===== config.mk =====
export PLATFORM = sky130hd
export DESIGN_NAME = msg_patch_buffer
export DESIGN_NICKNAME = d
export VERILOG_FILES = /design/src/rtl/msg_patch_pkg.sv /design/src/rtl/msg_patch_buffer_charset_lut.sv /design/src/rtl/msg_patch_buffer.sv
export SDC_FILE = /design/constraint.sdc
export NUM_CORES = 2
export LEC_CHECK = 0
export ABC_AREA = 1
export CORE_MARGIN = 5
export CORE_UTILIZATION = 59
export DETAILED_ROUTE_END_ITERATION = 8
export PLACE_DENSITY = 0.79
export SLEW_MARGIN = 20
export SYNTH_ARGS = -nofsm -noshare
export SYNTH_HDL_FRONTEND = slang
export SYNTH_SLANG_ARGS = --single-unit

===== constraint.sdc =====
create_clock -name clk -period 55.6 [get_ports clk]
set_input_delay 16.68 -clock clk [delete_from_list [all_inputs] [get_ports clk]]
set_output_delay 16.68 -clock clk [all_outputs]
set_load 0.01 [all_outputs]

===== src/rtl/msg_patch_pkg.sv =====
// rtl/msg_patch_pkg.sv - shared constants and state encoding for the message patch buffer
package msg_patch_pkg;

    localparam int MSG_BYTES = 64;
    localparam int CNT_W     = 49;
    localparam int IDX_W     = 7;
    localparam int OFF_W     = $clog2(MSG_BYTES);

    localparam logic CFG_SEL_MSG  = 1'b0;
    localparam logic CFG_SEL_CSET = 1'b1;

    typedef enum logic [1:0] {
        ST_IDLE,
        ST_RUN,
        ST_DONE
    } state_t;

endpackage


===== src/rtl/msg_patch_buffer_charset_lut.sv =====
// rtl/msg_patch_buffer_charset_lut.sv - 128x8 charset table, host write port and synchronous read port
module charset_lut
    import msg_patch_pkg::*;
(
    input  logic             clk,
    input  logic             we,
    input  logic [IDX_W-1:0] waddr,
    input  logic [7:0]       wdata,
    input  logic [IDX_W-1:0] raddr,
    output logic [7:0]       rdata
);

    // No reset on the array or read register so the tools can map this onto RAM.
    logic [7:0] mem [2**IDX_W];

    always_ff @(posedge clk) begin
        if (we) begin
            mem[waddr] <= wdata;
        end
        rdata <= mem[raddr];
    end

endmodule


===== src/rtl/msg_patch_buffer.sv =====
// rtl/msg_patch_buffer.sv - patches charset-mapped bytes into a 64-byte message block for the hash core
// Build option ENDIAN_SWAP_EN: present msg_block with bytes reversed inside each 32-bit word.
module msg_patch_buffer
    import msg_patch_pkg::*;
(
    input  logic                   clk,
    input  logic                   reset,
    input  logic                   cfg_wr,
    input  logic                   cfg_sel,
    input  logic [6:0]             cfg_addr,
    input  logic [7:0]             cfg_data,
    input  logic                   start,
    input  logic [OFF_W-1:0]       upd_offset,
    input  logic [IDX_W-1:0]       upd_idx,
    input  logic [CNT_W-1:0]       upd_counter,
    input  logic                   upd_finished,
    output logic                   msg_valid,
    output logic [8*MSG_BYTES-1:0] msg_block,
    output logic [CNT_W-1:0]       msg_counter,
    output logic                   busy,
    output logic                   done
);

    state_t state, state_nxt;

    logic cfg_ok, base_we, cset_we, start_ok;
    logic [8*MSG_BYTES-1:0] base_q, base_nxt, work_q, work_patched, out_q;
    logic [7:0]       s1_char;
    logic [OFF_W-1:0] s1_off;
    logic [CNT_W-1:0] s1_cnt;
    logic             v1;

    assign cfg_ok   = cfg_wr && (state != ST_RUN);
    assign base_we  = cfg_ok && (cfg_sel == CFG_SEL_MSG) && !cfg_addr[6];
    assign cset_we  = cfg_ok && (cfg_sel == CFG_SEL_CSET);
    assign start_ok = start && (state != ST_RUN);

    always_ff @(posedge clk or posedge reset) begin
        if (reset) begin
            state <= ST_IDLE;
        end else begin
            state <= state_nxt;
        end
    end

    always_comb begin
        state_nxt = state;
        busy      = 1'b0;
        done      = 1'b0;
        case (state)
            ST_IDLE: if (start) state_nxt = ST_RUN;
            ST_RUN: begin
                busy = 1'b1;
                if (upd_finished) state_nxt = ST_DONE;
            end
            ST_DONE: begin
                done = 1'b1;
                if (start) state_nxt = ST_RUN;
            end
            default: state_nxt = ST_IDLE;
        endcase
    end

    // A write coinciding with start is folded in before the copy to the working block.
    always_comb begin
        base_nxt = base_q;
        if (base_we) begin
            base_nxt[{cfg_addr[OFF_W-1:0], 3'b000} +: 8] = cfg_data;
        end
    end

    always_ff @(posedge clk) begin
        base_q <= base_nxt;
    end

    charset_lut u_charset_lut (
        .clk   (clk),
        .we    (cset_we),
        .waddr (cfg_addr[IDX_W-1:0]),
        .wdata (cfg_data),
        .raddr (upd_idx),
        .rdata (s1_char)
    );

    // S1: the charset read happens inside the LUT; offset and counter ride alongside.
    always_ff @(posedge clk or posedge reset) begin
        if (reset) begin
            v1     <= 1'b0;
            s1_off <= '0;
            s1_cnt <= '0;
        end else begin
            v1     <= (state == ST_RUN) && !upd_finished;
            s1_off <= upd_offset;
            s1_cnt <= upd_counter;
        end
    end

    always_comb begin
        work_patched = work_q;
        if (v1) begin
            work_patched[{s1_off, 3'b000} +: 8] = s1_char;
        end
    end

    // S2: commit the patch and present the already-patched block.
    always_ff @(posedge clk or posedge reset) begin
        if (reset) begin
            work_q      <= '0;
            out_q       <= '0;
            msg_counter <= '0;
            msg_valid   <= 1'b0;
        end else begin
            out_q       <= work_patched;
            msg_counter <= s1_cnt;
            if (start_ok) begin
                work_q    <= base_nxt;
                msg_valid <= 1'b0;
            end else begin
                work_q    <= work_patched;
                msg_valid <= v1;
            end
        end
    end

    for (genvar k = 0; k < MSG_BYTES; k++) begin : g_out
`ifdef ENDIAN_SWAP_EN
        assign msg_block[8*k +: 8] = out_q[8*(k ^ 3) +: 8];
`else
        assign msg_block[8*k +: 8] = out_q[8*k +: 8];
`endif
    end

endmodule


# Yosys cells after proc, flatten, opt, wreduce, memory -nomap -nowiden
# Memories as Yosys holds them, arrays and structs flattened. A register that Yosys moved wholly into a read port is not among the register bits.
# Index checks and enable logic that the tools add are counted.
# word_totals
wordCells	46
register_bits	1644
ram_bits	1024
n_memories	1
output_inout_bits	564
in_bits	83
# classes
n_eq_ne	5
n_mux	13
n_addsub	2
reduce_logical	11
n_shift	4
bitwise_logic	1
# memory_table
name	depth	word_bits	rd	rd_clocked_by_memory_dff	write_ports	line_no	rtl
u_charset_lut.mem	128	8	1	1	1	msg_patch_buffer_charset_lut.sv:14	logic [7:0] mem [2**IDX_W];
# ops
operator	n
two-way mux 512 bit	3
bitwise mux 512 bit	2
variable shift 8 x 11 -> 512 bit (first input constant)	2
variable part select 8 x 11 -> 512 bit	2
negation 9 -> 11 bit	2
logical AND 1 bit	6
two-way mux 1 bit	5
two-way mux 2 bit	2
!= test 2 x 1 -> 1 bit (second input constant)	2
one-hot mux 2 bit (2 select lines)	1
== test 2 x 1 -> 1 bit (second input constant)	1
== test 2 bit (second input constant)	1
logical NOT 1 bit	2
logical NOT 2 bit	1
!= test 2 bit (second input constant)	1
AND reduction 2 bit	1
OR reduction 2 bit	1
inverter 1 bit	1

# Depth between registers and ports, before layout
# depth
ltp_word	6
ltp_mapped	17
mapped_depth_nobuf	15

# By module
# Synthesis repeated with hierarchy kept, for this count alone.
# unflattened
hier_cells	11385
area_unflattened_um2	109047.1
# by_module_without_submodules
module	cells_per_inst	area_per_inst_um2	n_inst
msg_patch_buffer	7810	66943.0	1
charset_lut	3575	42104.1	1

# Worst setup path before layout
# Ideal clock, no wire load.
# synth_path
path_kind	input -> register
start	in cfg_addr[0]
end	reg base_q[325]
t_required_ps	55485
path_slack_ps	37028
setup_ps	115
arrival_ps	18457
cell_stages	14
n_path_buf	1
path_cell_list	inv_2 -> ha_1 -> inv_1 -> nand2_1 -> nand2_2 -> inv_2 -> nor2_2 -> inv_1 -> nor2_2 -> nand2_1 -> nor2_4 -> buf_2 -> nand3_1 -> and2_1
# synth_via
elab_chain_cells	4
elab_cells_between_ends	5
# synth_lines
item	line_no	rtl
start: declaration	msg_patch_buffer.sv:10	input logic [6:0] cfg_addr,
negation 9 -> 11 bit (*)	msg_patch_buffer.sv:68	base_nxt[{cfg_addr[OFF_W-1:0], 3'b000} +: 8] = cfg_data;
variable part select 8 x 11 -> 512 bit / variable shift 8 x 11 -> 512 bit (equally long branches)	msg_patch_buffer.sv:68	
bitwise mux 512 bit (*)	msg_patch_buffer.sv:68	
two-way mux 512 bit (*)	msg_patch_buffer.sv:67	if (base_we) begin
named net base_nxt[325]	msg_patch_buffer.sv:27	logic [8*MSG_BYTES-1:0] base_q, base_nxt, work_q, work_patched, out_q;
end signal: assignment	msg_patch_buffer.sv:73	base_q <= base_nxt;
end: declaration	msg_patch_buffer.sv:27	
# Mark *: on every way through the listed nets, which the timed path passes. The rest lies on a longest branch.
# A chain may end at the register's enable or synchronous reset.

# Worst setup path after layout
# layout_path
start	in cfg_addr[0]
end	reg work_q[451]
# layout_via
elab_chain_cells	5
elab_cells_between_ends	6
# layout_lines
item	line_no	rtl
negation 9 -> 11 bit (*)	msg_patch_buffer.sv:68	
variable part select 8 x 11 -> 512 bit / variable shift 8 x 11 -> 512 bit (equally long branches)	msg_patch_buffer.sv:68	
bitwise mux 512 bit (*)	msg_patch_buffer.sv:68	
two-way mux 512 bit (*)	msg_patch_buffer.sv:67	
two-way mux 512 bit (*)	msg_patch_buffer.sv:115	if (start_ok) begin
end signal: assignment	msg_patch_buffer.sv:116	work_q <= base_nxt;
end signal: assignment	msg_patch_buffer.sv:119	work_q <= work_patched;
end: declaration	msg_patch_buffer.sv:27	
# Every way passes the cells marked *; elsewhere a longest branch is shown, timed or not.

==> impl_metrics.toml <==
[clocking]
clkSinkCount = 2676
cts_setup_buffers = 0
ctsResizeCount = 0
cts_tree = "done"
cts_root_buf = "clkbuf_16"
clkSlewWorstSetupHoldPaths_ps = 60
cts_max_level = 5
clk_path_buf_depth = 4
postCtsHoldBufs = 0
insertion_delay_ps = 930
numCtsBuffers = 283

[power]
switching_share_pct = 25.9
pwr-share-comb_pct = 13.3
irDropWorstVdd_uv = 31.7
power.density_nw_per_um2 = 38.4
switchingPower_mw = 1.23
pwr-share-clk_pct = 39.3
internal_power_mw = 3.53
total_power_mw = 4.76
p_leak_nw = 53.7
seqPwrFrac_pct = 47.4

[yosys]
yosysSeqAreaShare_pct = 65.1
synth-edff-count = 1024
synth_area_leader_cell = "edfxtp_1"
ys_async_sr_fraction_pct = 42.3
yosys_register_bits = 2676
yosys_warnings = 0
synth.most_common_cell = "nand2_1"
synth_common_cells = "nand2_1 (3,439), nand3_1 (1,652), dfrtp_1 (1,132), edfxtp_1 (1,024), inv_1 (756)"
synthTopCellsByArea = "edfxtp_1 (29%), dfrtp_1 (27%), nand2_1 (12%), dfxtp_1 (9.8%), nand3_1 (7.7%)"
synth.avg_cell_area_um2 = 9.72
synth_top_area_share_pct = 28.8
synth_cell_types = 38
ys.flop_type = "dfrtp_1"
synth_nets = 11100
syn_inst = 11000
synthesis.area_um2 = 107000

[routing]
routedWlPerCell_um = 23.3
wirelength_mm = 327
route.vias.total = 82800
drt_iter0_drc = 11000
ant_nets = 0
drc = 0
avgViaCountPerCell = 5.91
drt_first_pass_iters = 9

[setup_path]
ff2ff_setup_slack_ps = 50370
cp-startpoint = "cfg_addr[0]"
slowest_stage = "clkdlybuf4s50_1"
crit_path_frequent_cell = "nand2_1"
start_kind = "input port"
crit_chain = "clkdlybuf4s50_1, inv_2, ha_1, inv_1, nand2_1, nand2_2, inv_2, nor2_2, inv_1, nor2_2, nand2_1, nor2_4, nand2_1, nand2_1, nand3_1, nand2_1"
endpoint = "work_q[451]"
reg2reg_depth = 14
criticalPathCategory = "in2reg"
required_ps = 56440
worstSetupEndpointType = "flop"
path_buf_inv = 5
critPathMaxStageDelay_ps = 1010
critPathMaxFanout = 18
rr_endpoint = "work_q[448]"
cp.arrival_ps = 21600
crit_family = "simple AND/OR/NAND/NOR gates"
path_depth = 16
r2r_start = "s1_off[0]"

[place]
dpl_cell_area_um2 = 115000
hpwl_mm = 209
numPlacedInstances = 13500
place.gp.congestion = 0.997
pre_cts_slack_ps = 33560
port_buffers = 646

[timing]
setup_violations = 0
rsz0062_at_grt = "false"
fin_tns_setup_ps = 0
layout_setup_ws_ps = 34840
max_clock_freq_mhz = 48.2
relSlewSlack_pct = 23.9
hold_viol_final = 0
layout_min_cycle_time_ps = 20760
finalMaxSlewViolations = 0
tightest_slew_ps = 1140
finalCritPeriodShare_pct = 37.3
holdWs_ps = 342
clock_skew_ps = 43.2

[finish]
nets = 11500
design_area_um2 = 124000
postLayoutCoreUtil_pct = 68.7
layout.cells.non_filler = 14000
synthToLayoutAreaGrowth_pct = 16.1
drive_above_1_share_pct = 5.69

[global_routing]
antenna_found_initial = 21
grt_pass1_vias = 78900
grt_pass1_wl_mm = 488
grt_max_degree = 175
grt_overflow_total = 0
track_usage_pct = 33.7

[floorplanning]
fp-row-count = 156
fp.dieH_um = 435
start_util_pct = 59.2
die_w_um = 435
ioPinCount = 647
die-area_um2 = 189000
core_area_um2 = 180000

[run_status]
status = "finished, final reports clean"

[run]
maxCapViolCount = 0

[hold_path]
hold_path.class = "reg2reg"
[flip-flops by register name (all words and copies together) (netlist names), 6 cells and up]
name	flops
s1_off	6
s1_cnt	49
msg_block	512
msg_counter	49
base_q	512
u_charset_lut.mem	1024
u_charset_lut.rdata	8
work_q	512
[worst min path at each step]
stage	startpoint	endpoint	slack, ps	cells past startpoint
after floorplan	s1_cnt[0]	msg_counter[0]	330	0
after global placement	s1_cnt[26]	msg_counter[26]	330	0
after detailed placement	s1_cnt[42]	msg_counter[42]	330	0
after CTS	s1_cnt[27]	msg_counter[27]	350	0
after global routing	s1_cnt[27]	msg_counter[27]	340	0
final	s1_cnt[27]	msg_counter[27]	340	0
[kinds of logic (layout without fill, tap and decap cells)]
family	count (synthesis)	count (layout)	synth area share (%)
other	0	15	0
AOI/OAI and AO/OA	879	879	5.07
adders and majority gates	6	6	0.0704
xor gates and xnor gates	4	4	0.0821
buffers and inverters	1387	2046	5.08
and+or+nand+nor	6021	6021	24.6
DFF	2676	2676	65.1
[per-layer routing]
metal	wire, um	track usage (%)	part of all wire, %	vias to the layer above
met2	145000	51.2	44	5166
met4	25300	22.0	7.7	4
met5	21	0	0.0064	-
li1	-	-	-	37000
met1	120000	44.3	37	39600
met3	36500	7.36	11	1120
[layout make-up]
| type | count | area [um2] |
|---|---|---|
| inverters | 792 | 3000 |
| well taps | 2370 | 2970 |
| diodes | 15 | 37.5 |
| clock buffers | 394 | 8100 |
| multi-input cells | 6910 | 31900 |
| repair buffers | 764 | 7420 |
| flip-flops and latches | 2676 | 69500 |
| clock inverters | 96 | 1040 |
| fillers | 13000 | 56400 |
[power groups by stage]
stage	clock network (mW)	registers [mW]	logic, mW
2_1_floorplan	0	2.30	0.294
3_3_place_gp	0	2.29	0.606
3_5_place_dp	0	2.29	0.619
4_1_cts	1.89	2.26	0.624
5_1_grt	1.97	2.27	0.680
6_report	1.87	2.26	0.634
[cell usage in the layout (no fill, tap or decap), types with 14 or more instances in the layout]
cell type        count
a21oi_1             18
and2_1             351
buf_4              120
bufinv_16           20
clkbuf_1            65
clkbuf_16          296
clkbuf_8            32
clkdlybuf4s50_1    634
clkinv_1            18
clkinv_2            35
clkinvlp_4          14
dfrtp_1           1132
dfxtp_1            520
diode_2             15
edfxtp_1          1024
inv_1              751
inv_2               33
nand2_1           3438
nand3_1           1651
nand4_1            110
nor2_1             372
nor2_2              23
nor2_4              25
nor3_1              16
o211ai_1           132
o21a_1             269
o21ai_0            361
o21ai_1             94
Power figures use the tool's default switching activity.
